**src/rtl/uart_word_tx.sv**
```systemverilog
// UART 8N1 word transmitter: sends BYTES bytes LSB-byte first over tx_out.
// Parallel side uses a valid/ready handshake; done_out pulses once per word.
module uart_word_tx #(
    parameter int CLKS_PER_BIT = 868,
    parameter int BYTES        = 4
) (
    input  logic               clk_in,
    input  logic               rst_n_in,
    input  logic [8*BYTES-1:0] data_in,
    input  logic               data_valid_in,
    output logic               ready_out,
    output logic               tx_out,
    output logic               busy_out,
    output logic               done_out
);

    localparam int CW = $clog2(CLKS_PER_BIT < 2 ? 2 : CLKS_PER_BIT);
    localparam int BW = (BYTES > 1) ? $clog2(BYTES) : 1;
    localparam logic [CW-1:0] BAUD_LAST = CW'(CLKS_PER_BIT - 1);
    localparam logic [BW-1:0] BYTE_LAST = BW'(BYTES - 1);

    if (CLKS_PER_BIT < 2 || BYTES < 1) begin : g_param_check
        $error("uart_word_tx: CLKS_PER_BIT must be >= 2 and BYTES >= 1");
    end

    typedef enum logic [1:0] {
        IDLE,
        START,
        DATA,
        STOP
    } state_t;

    state_t             state_q, state_d;
    logic [CW-1:0]      baud_q, baud_d;
    logic [2:0]         bit_q, bit_d;
    logic [BW-1:0]      byte_q, byte_d;
    logic [8*BYTES-1:0] shift_q, shift_d;
    logic               tx_q, tx_d;
    logic               done_q, done_d;
    logic               baud_end;

    assign baud_end = (baud_q == BAUD_LAST);

    always_ff @(posedge clk_in or negedge rst_n_in) begin
        if (!rst_n_in) begin
            state_q <= IDLE;
            baud_q  <= '0;
            bit_q   <= '0;
            byte_q  <= '0;
            shift_q <= '0;
            tx_q    <= 1'b1;
            done_q  <= 1'b0;
        end else begin
            state_q <= state_d;
            baud_q  <= baud_d;
            bit_q   <= bit_d;
            byte_q  <= byte_d;
            shift_q <= shift_d;
            tx_q    <= tx_d;
            done_q  <= done_d;
        end
    end

    // tx is registered, so each branch loads the level of the next bit
    // on the same edge that enters that bit.
    always_comb begin
        state_d = state_q;
        baud_d  = baud_q;
        bit_d   = bit_q;
        byte_d  = byte_q;
        shift_d = shift_q;
        tx_d    = tx_q;
        done_d  = 1'b0;
        unique case (state_q)
            IDLE: begin
                tx_d = 1'b1;
                if (data_valid_in) begin
                    shift_d = data_in;
                    baud_d  = '0;
                    bit_d   = '0;
                    byte_d  = '0;
                    tx_d    = 1'b0;
                    state_d = START;
                end
            end
            START: begin
                if (baud_end) begin
                    baud_d  = '0;
                    tx_d    = shift_q[0];
                    state_d = DATA;
                end else begin
                    baud_d = baud_q + 1'b1;
                end
            end
            DATA: begin
                if (baud_end) begin
                    baud_d  = '0;
                    shift_d = shift_q >> 1;
                    if (bit_q == 3'd7) begin
                        bit_d   = '0;
                        tx_d    = 1'b1;
                        state_d = STOP;
                    end else begin
                        bit_d = bit_q + 1'b1;
                        tx_d  = shift_q[1];
                    end
                end else begin
                    baud_d = baud_q + 1'b1;
                end
            end
            STOP: begin
                if (baud_end) begin
                    baud_d = '0;
                    if (byte_q == BYTE_LAST) begin
                        tx_d    = 1'b1;
                        done_d  = 1'b1;
                        state_d = IDLE;
                    end else begin
                        byte_d  = byte_q + 1'b1;
                        tx_d    = 1'b0;
                        state_d = START;
                    end
                end else begin
                    baud_d = baud_q + 1'b1;
                end
            end
            default: begin
                state_d = IDLE;
                tx_d    = 1'b1;
            end
        endcase
    end

    assign ready_out = (state_q == IDLE);
    assign busy_out  = !ready_out;
    assign tx_out    = tx_q;
    assign done_out  = done_q;

endmodule
```
**config.mk**
```make
export PLATFORM = sky130hd
export DESIGN_NAME = uart_word_tx
export DESIGN_NICKNAME = d
export VERILOG_FILES = /design/src/rtl/uart_word_tx.sv
export SDC_FILE = /design/constraint.sdc
export NUM_CORES = 1
export LEC_CHECK = 0
export CORE_MARGIN = 2
export CORE_UTILIZATION = 50
export CTS_CLUSTER_SIZE = 16
export DETAILED_ROUTE_END_ITERATION = 8
export PLACE_DENSITY = 0.74
export SLEW_MARGIN = 25
export SYNTH_ARGS = -nofsm -noshare
export SYNTH_HDL_FRONTEND = slang
export SYNTH_SLANG_ARGS = --single-unit
```
**constraint.sdc**
```tcl
create_clock -name clk_in -period 3.1 [get_ports clk_in]
set_clock_uncertainty 0.15 [all_clocks]
set_input_delay 0.62 -clock clk_in [delete_from_list [all_inputs] [get_ports clk_in]]
set_output_delay 0.62 -clock clk_in [all_outputs]
set_load 0.1 [all_outputs]
```
# Yosys cells after proc, flatten, opt, wreduce, memory -nomap -nowiden
# Index checks and enable logic that the tools add are counted.
# op_classes
n_addsub,3
n_eq_ne,12
muxes,30
n_reduce_logical,9
# ops
cell,count
$mux W32,2
$pmux W32 S2,1
$mux W10,2
$pmux W10 S2,1
$mux W2,8
$ne A2 B2 Y1 const B,6
$add A10 B1 Y10 const B,1
$eq A10 B10 Y1 const B,1
$mux W1,9
$mux W3,3
$pmux W2 S4,1
$eq A2 B2 Y1 const B,3
$pmux W3 S2,1
$reduce_and A3 Y1,2
$reduce_and A5 Y1,1
$pmux W1 S4,1
$pmux W2 S2,1
$reduce_and A4 Y1,1
$reduce_bool A2 Y1,2
$add A3 B1 Y3 const B,1
$eq A3 B3 Y1 const B,1
$reduce_or A3 Y1,1
$add A2 B1 Y2 const B,1
$eq A2 B1 Y1 const B,1
other kinds (2),2
# word_totals
regBits,51
inputBits,35
out_inout_bits,4
wordCells,61

# Depth between registers and ports, before layout
# Gate-level depths: netlist (run 1).
# depth
word_depth,4
ltp_mapped,7
mapped_depth_nobuf,6

# Worst setup path before layout (run 1)
# No wires, ideal clock.
# synth_path
path_kind,register -> register
startpoint,register state_q[0]
endpoint,register shift_q[27]
setup_time_ns,0.127
t_arrival_ns,3.175
required_ns,2.823
path_slack_ns,-0.352
stages_incl_launch_ff,8
path_buffers,1
synth_period_minus_slack_ns,3.452
path_cell_list,dfrtp_1 -> inv_1 -> ha_1 -> inv_1 -> nor2_1 -> a211oi_4 -> buf_6 -> mux2_1
# synth_via
elab_chain_cells,3
word_cells_on_any_way,7
cone_classes,eq/ne (3); mux (1); reduce/logical (3)
# synth_rtl
item,line,rtl
"start, declared",33,"state_t state_q, state_d;"
"start signal, assigned",54,state_q <= state_d;
$logic_not A2 Y1 *,-,
named net ready_out,11,"output logic ready_out,"
$ne A2 B2 Y1 (no source line) / $reduce_bool A2 Y1 (equally long branches),-,
$reduce_and A3 Y1 (no source line),-,
"end signal, assigned",58,shift_q <= shift_d;
"end, declared",37,"logic [8*BYTES-1:0] shift_q, shift_d;"
# Mark *: on every way through the listed nets, which the timed path passes. The rest lies on a longest branch.
# A chain may end at the register's enable or synchronous reset.

# Final worst setup path (run 1)
# layout_path
startpoint,register state_q[0]
endpoint,output port busy_out
# layout_via
elab_chain_cells,2
# layout_rtl
item,line,rtl
$logic_not A2 Y1,134,assign ready_out = (state_q == IDLE);
$logic_not A1 Y1,135,assign busy_out = !ready_out;
"end, declared",13,"output logic busy_out,"
# No other way between the ends.

==> qor.yml, run 1 <==
outcome:
  outcome: "completed"
floorplan:
  design.portCount: 39
  fp.dieW_um: 78.7
  num_rows: 27
  core-area_sq_um: 5440
  dieArea_sq_um: 6200
  initial_core_util_pct: 51.3
  die_h_um: 78.7
place:
  globalplace.congestion: 0.758
  port_buffers: 38
  dp_hpwl_mm: 3.40
worst_setup_path:
  path_cells: "inv_1 > ha_2 > inv_1 > buf_4"
  arrival_ns: 1.80
  crit_top_cell: "inv_1"
  path_delay_family: "buffers and inverters"
  crit_fanout: 25
  cpPeakStageDelay_ns: 0.47
  required_ns: 2.33
  start_kind: "register"
  cp-end-kind: "primary output"
  crit_buf_inv: 3
  worstSetupPathType: "reg2out"
  crit_slowest_cell: "ha_2"
timing:
  setup_viol: 0
  tns_ns: 0
  finalMaxSlewViolations: 0
  rsz0062_at_grt: "no"
  finalCriticalPeriod_ns: 2.57
  period_share_pct: 83.0
  relSlewSlack_pct: 57.9
  timing.fmax_mhz: 389
  worstMarginPinSlew_ns: 0.631
  hold_viol_final: 0
logic_synthesis:
  postSynthAreaPerCell_sq_um: 11.9
  synth-main-ff-cell: "dfrtp_1"
  ys_types: 41
  async_flop_share_pct: 100
  syn-cell-area_sq_um: 2790
  netlist_instances: 235
  synth-seq-area-share_pct: 45.8
  synth.net_count: 279
  yosys_warnings: 0
  ys_seq_elements: 51
  synth-edff-count: 0
power_and_ir_drop:
  p_leak_nw: 1.34
  max-vdd-ir-drop_mv: 0.642
  p_total_mw: 3.20
  p_per_area_nw_per_um2: 966
cells_and_area:
  nNetsFinal: 317
  syn2layout_area_growth_pct: 18.8
  drive_gt1_share_pct: 31.4
  antenna_cells: 0
routing:
  vias: 1896
  wl_per_cell_um: 13.9
  viasPerCell: 5.48
  route.antenna.remaining_nets: 0
  drtIter0Drc: 79
  drt-total-wl_mm: 4.80
  drc: 0
  dr.pass1.iters: 4
global_route:
  grt_pass1_wl_mm: 8.64
  grt_start_max_net_pins: 52
  grt_pass1_vias: 1890
  gr-total-overflow: 0
  antenna_found_initial: 0
  track_usage_pct: 17.5
worst_hold_path:
  worstHoldPathType: "in2async"
job:
  drv_cap: 0
clock_network:
  cts_max_level: 2
  cts_resized: 0
  root_buffer: "clkbuf_8"
  postCtsHoldBufs: 0
  path_clk_slew_ns: 0.09
  cts_buffer_depth: 2
  clk_latency_ns: 0.30
  cts_tree: "yes"
  cts_setup_buffers: 0
  cts_made_buffers: 5
  clock-sinks: 51
path summary, 6_finish.rpt:
kind / start / slack [ns] / depth (start not counted) / endpoint
setup / recovery: state_q[0] / 0.53 / 4 / busy_out
hold reg to reg: shift_q[27] / 0.35 / 1 / shift_q[27]
hold / removal: rst_n_in / 0.26 / 2 / baud_q[2]
min in group clk_in: shift_q[27] / 0.35 / 1 / shift_q[27]
setup reg to reg: state_q[0] / 0.63 / 7 / shift_q[28]
max in group asynchronous: rst_n_in / 2.11 / 2 / shift_q[1]
flip-flops by register name, indices dropped and copies added, names as in the netlist:
register / flops
done_out: 1
byte_q: 2
state_q: 2
bit_q: 3
tx_out: 1
baud_q: 10
shift_q: 32
power breakdown:
group	total, mW	internal (mW)	switching (mW)
Sequential	1.23	0.995	0.236
Combinational	1.60	0.852	0.749
Clock	0.373	0.158	0.215
Total	3.20	2.00	1.20
cell families (layout without fill, tap and decap cells):
family / after synthesis / after routing / share of synthesized area [%]
buffers and inverters: 16 / 55 / 2.96
AO/OA/AOI/OAI: 32 / 32 / 8.25
flip-flops: 51 / 51 / 45.8
AND/OR/NAND/NOR: 59 / 59 / 11.8
multiplexers: 65 / 65 / 26.2
adder cells (fa/ha/maj): 9 / 9 / 4.03
XOR/XNOR: 3 / 3 / 0.941
placed cells by master (no fill, tap or decap), types with 2 or more instances in the layout:
| cell | Yosys | routed |
|---|---|---|
| a211oi_1 | 2 | 2 |
| a21boi_0 | 2 | 2 |
| a21oi_1 | 4 | 4 |
| and3_1 | 2 | 2 |
| and4_1 | 2 | 2 |
| buf_4 | 0 | 7 |
| clkbuf_8 | 0 | 5 |
| clkdlybuf4s50_1 | 0 | 33 |
| dfrtp_1 | 50 | 50 |
| ha_1 | 9 | 7 |
| ha_2 | 0 | 2 |
| inv_1 | 5 | 5 |
| mux2_1 | 2 | 2 |
| mux2_2 | 63 | 63 |
| nand2_1 | 19 | 19 |
| nand2b_1 | 3 | 3 |
| nand3_1 | 13 | 13 |
| nand3b_1 | 3 | 3 |
| nor2_1 | 6 | 6 |
| nor2b_1 | 2 | 2 |
| nor3_1 | 3 | 3 |
| o2111ai_1 | 2 | 2 |
| o211ai_1 | 2 | 2 |
| o21ai_0 | 6 | 6 |
| o22ai_1 | 5 | 5 |
| o311ai_0 | 2 | 2 |
| xnor2_1 | 2 | 2 |
per-stage QoR:
step	hold slack [ns]	std cells	setup slack, ns	instance area [sq um]	utilization [%]
final	0.256	346	0.526	3320	61.0
after global routing	0.311	346	0.357	3320	61.0
after CTS	0.282	346	0.489	3320	61.0
after detailed placement	0.338	338	0.621	3230	59.4
after global placement	0.318	338	0.639	3230	59.4
after floorplan	0.174	235	0.0808	2790	-
synthesized netlist by cell type (2+ instances only):
library cell | instances | area share, %
buf_6 | 3 | 1.2
nor2_1 | 6 | 0.81
nand2_1 | 19 | 2.6
inv_1 | 5 | 0.67
a21oi_1 | 4 | 0.72
o2111ai_1 | 2 | 0.63
o211ai_1 | 2 | 0.54
nand2b_1 | 3 | 0.67
a211oi_1 | 2 | 0.54
mux2_2 | 63 | 25
nand3b_1 | 3 | 0.81
dfrtp_1 | 50 | 45
mux2_1 | 2 | 0.81
xnor2_1 | 2 | 0.63
and3_1 | 2 | 0.45
o22ai_1 | 5 | 1.1
a21boi_0 | 2 | 0.54
nor3_1 | 3 | 0.54
o21ai_0 | 6 | 1.1
clkbuf_1 | 7 | 0.94
ha_1 | 9 | 4.0
nor2b_1 | 2 | 0.45
o311ai_0 | 2 | 0.63
and4_1 | 2 | 0.63
nand3_1 | 13 | 2.3
worst register-to-register path: cells and delay by family (launching register included):
family | cells | cell delay (ns)
compound gates | 1 | 0.09
fa+ha+maj | 1 | 0.47
buf+inv | 3 | 0.53
flops | 1 | 0.42
mux | 1 | 0.33
simple gates | 1 | 0.37
routing by layer:
layer,share of wire [%],track usage [%],up-vias
li1,-,-,937
met1,47,22.1,920
met2,47,29.6,33
met3,3.9,4.32,6
met4,1.5,5.79,0
met5,0,0,-
cell type report:
type,instances,area (sq um)
Tap cell,72,90.1
Multi-Input combinational cell,168,1440
Clock inverter,2,12.5
Sequential cell,51,1280
Inverter,5,18.8
Fill cell,461,2120
Clock buffer,6,72.6
Timing Repair Buffer,42,408
No activity file was read; power rests on OpenSTA's default activity.
==> run 2: changes to the inputs <==
==> constraint.sdc (replaced) <==
create_clock -name clk_in -period 2.6 [get_ports clk_in]
set_clock_uncertainty 0.15 [all_clocks]
set_input_delay 0.52 -clock clk_in [delete_from_list [all_inputs] [get_ports clk_in]]
set_output_delay 0.52 -clock clk_in [all_outputs]
set_load 0.1 [all_outputs]
==> run 2 against run 1 <==
- power grew 27%
- combinational power rose by 26%
- worst hold slack lost 0.22 ns
- routed wire length up 3.2%
- non-clock buffer count rose by 4
- largest cell class unchanged
- largest power group unchanged
- highest routed layer unchanged
==> qor.yml, run 2 (synthesized netlist as in run 1, its figures left out) <==
outcome:
  outcome: "completed"
timing:
  relSlewSlack_pct: 64.0  # +6.1 points
  fin_ws_ns: 0.256  # -0.271 ns
  finalHoldWorstSlack_ns: 0.0403  # -0.216 ns
  period_share_pct: 90.2
  finalMaxSlewViolations: 0  # unchanged
  finalCriticalPeriod_ns: 2.34
  rsz0062_at_grt: "no"
  setup_viol: 0  # unchanged
  tns_ns: 0  # unchanged
  timing.fmax_mhz: 427
  worstMarginPinSlew_ns: 0.540  # -0.0913 ns
  hold_viol_final: 0  # unchanged
floorplan:
  num_rows: 27  # unchanged
  initial_core_util_pct: 51.3  # unchanged
  dieArea_sq_um: 6200  # unchanged
  fp.dieW_um: 78.7  # unchanged
  core-area_sq_um: 5440  # unchanged
  die_h_um: 78.7  # unchanged
  design.portCount: 39  # unchanged
power_and_ir_drop:
  p_total_mw: 4.06  # +27%
  p_comb_share_pct: 49.6  # -0.3 points
  seqPwrFrac_pct: 36.2  # -2.2 points
  max-vdd-ir-drop_mv: 0.523  # -19%
  intPower_mw: 2.58  # +29%
  pwr-share-clk_pct: 14.2  # +2.6 points
  p_per_area_nw_per_um2: 1180  # +23%
  p_sw_mw: 1.48  # +23%
  power.share.switching_pct: 36.4  # -1.0 points
  p_leak_nw: 1.38  # +3.4%
cells_and_area:
  nNetsFinal: 321  # +1.3%
  antenna_cells: 0  # unchanged
  drive_gt1_share_pct: 34.2  # +2.8 points
  largestRegisters: "shift_q (32), baud_q (10), bit_q (3)"
  seqCellArea_sq_um: 1280  # unchanged
  multi_input_area_sq_um: 1450  # +1.2%
  final_util_pct: 63.0  # +2.0 points
  mostFrequentLayoutCell: "mux2_2"
  fill_cells: 466  # +1.1%
  finalInstanceArea_sq_um: 3420  # +3.3%
  layoutNonFillerInstCount: 350  # +1.2%
  syn2layout_area_growth_pct: 22.7
  top_register: "shift_q"
  layout_common_cells: "mux2_2, dfrtp_1, clkdlybuf4s50_1"
  largest_register_ffs: 32  # unchanged
clock_network:
  root_buffer: "clkbuf_8"
  clock-sinks: 51  # unchanged
  cts_setup_buffers: 0  # unchanged
  cts_resized: 0  # unchanged
  cts_buffer_depth: 2  # unchanged
  clk_latency_ns: 0.30  # about the same
  cts_tree: "yes"
  path_clk_slew_ns: 0.09  # about the same
  postCtsHoldBufs: 0  # unchanged
  cts_max_level: 2  # unchanged
  cts_made_buffers: 5  # unchanged
routing:
  route.antenna.remaining_nets: 0  # unchanged
  vias: 1898  # +0.11%
  drt-total-wl_mm: 4.95  # +3.2%
  drc: 0  # unchanged
  viasPerCell: 5.42  # -1.0%
  drtIter0Drc: 58  # -27%
  dr.pass1.iters: 4  # unchanged
  wl_per_cell_um: 14.1  # +2.0%
worst_setup_path:
  cpPeakStageDelay_ns: 0.44  # -0.03 ns
  crit_slowest_cell: "dfrtp_1"
  start_kind: "register"
  crit_fanout: 25  # unchanged
  rr_worst_depth: 5  # -2
  arrival_ns: 1.67  # -0.13 ns
  reg2reg_from: "baud_q[7]"
  worstSetupPathType: "reg2out"
  required_ns: 1.93  # -0.40 ns
  r2r_end: "shift_q[10]"
  path_cells: "inv_2 > ha_4 > clkinvlp_4 > buf_12"
  rrSetupSlack_ns: 0.34  # -0.29 ns
  cp-end-kind: "primary output"
place:
  globalplace.congestion: 0.790  # +4.2%
  dp_cells: 342  # +1.2%
  pre_cts_slack_ns: 0.306  # -0.315 ns
  port_buffers: 38  # unchanged
  dp_hpwl_mm: 3.54  # +4.2%
  place_area_sq_um: 3310  # +2.4%
global_route:
  grt_pass1_vias: 1901  # +0.58%
  gr-total-overflow: 0  # unchanged
  track_usage_pct: 17.8  # +0.31 points
  antenna_found_initial: 0  # unchanged
  grt_pass1_wl_mm: 8.81  # +2.0%
  grt_start_max_net_pins: 34  # -35%
job:
  drv_cap: 0  # unchanged
worst_hold_path:
  worstHoldPathType: "in2async"
## run 2: final cells by class
class                   instances  area share [%]
inverters                       5           0.658
repair buffers                 46            13.5
well taps                      72            2.63
multi-input cells             168            42.5
clock buffers                   6            2.41
flip-flops and latches         51            37.3
clock inverters                 2            1.02
## run 2: how the worst max path moves through the flow
stage,start,end,slack (ns),depth (start not counted)
2_1_floorplan,state_q[1],shift_q[27],0.04,7
3_3_place_gp,data_valid_in,shift_q[7],0.32,5
3_5_place_dp,data_valid_in,shift_q[10],0.31,5
4_1_cts,state_q[0],busy_out,0.25,4
5_1_grt,state_q[0],busy_out,0.13,4
6_report,state_q[0],busy_out,0.26,4
## run 2: power by group through the flow
stage / Sequential [mW] / Clock, mW / Combinational (mW)
after floorplan: 1.45 / 0 / 1.63
after CTS: 1.47 / 0.591 / 2.03
after detailed placement: 1.48 / 0 / 2.03
after global placement: 1.47 / 0 / 1.98
after global routing: 1.52 / 0.624 / 2.21
final: 1.47 / 0.575 / 2.01
## run 2: critical path: cells and delay by family, from the launching register on
family / cells / cell delay [ns]
adder cells (fa/ha/maj): 1 / 0.33
buffers and inverters: 3 / 0.60
flip-flops: 1 / 0.44
## run 2: layer usage
layer,vias to the layer above,track usage (%),part of all wire [%]
met5,-,0,0
met4,0,6.14,0.83
met3,4,4.20,3.9
met2,32,29.0,47
met1,919,23.5,48
li1,943,-,-
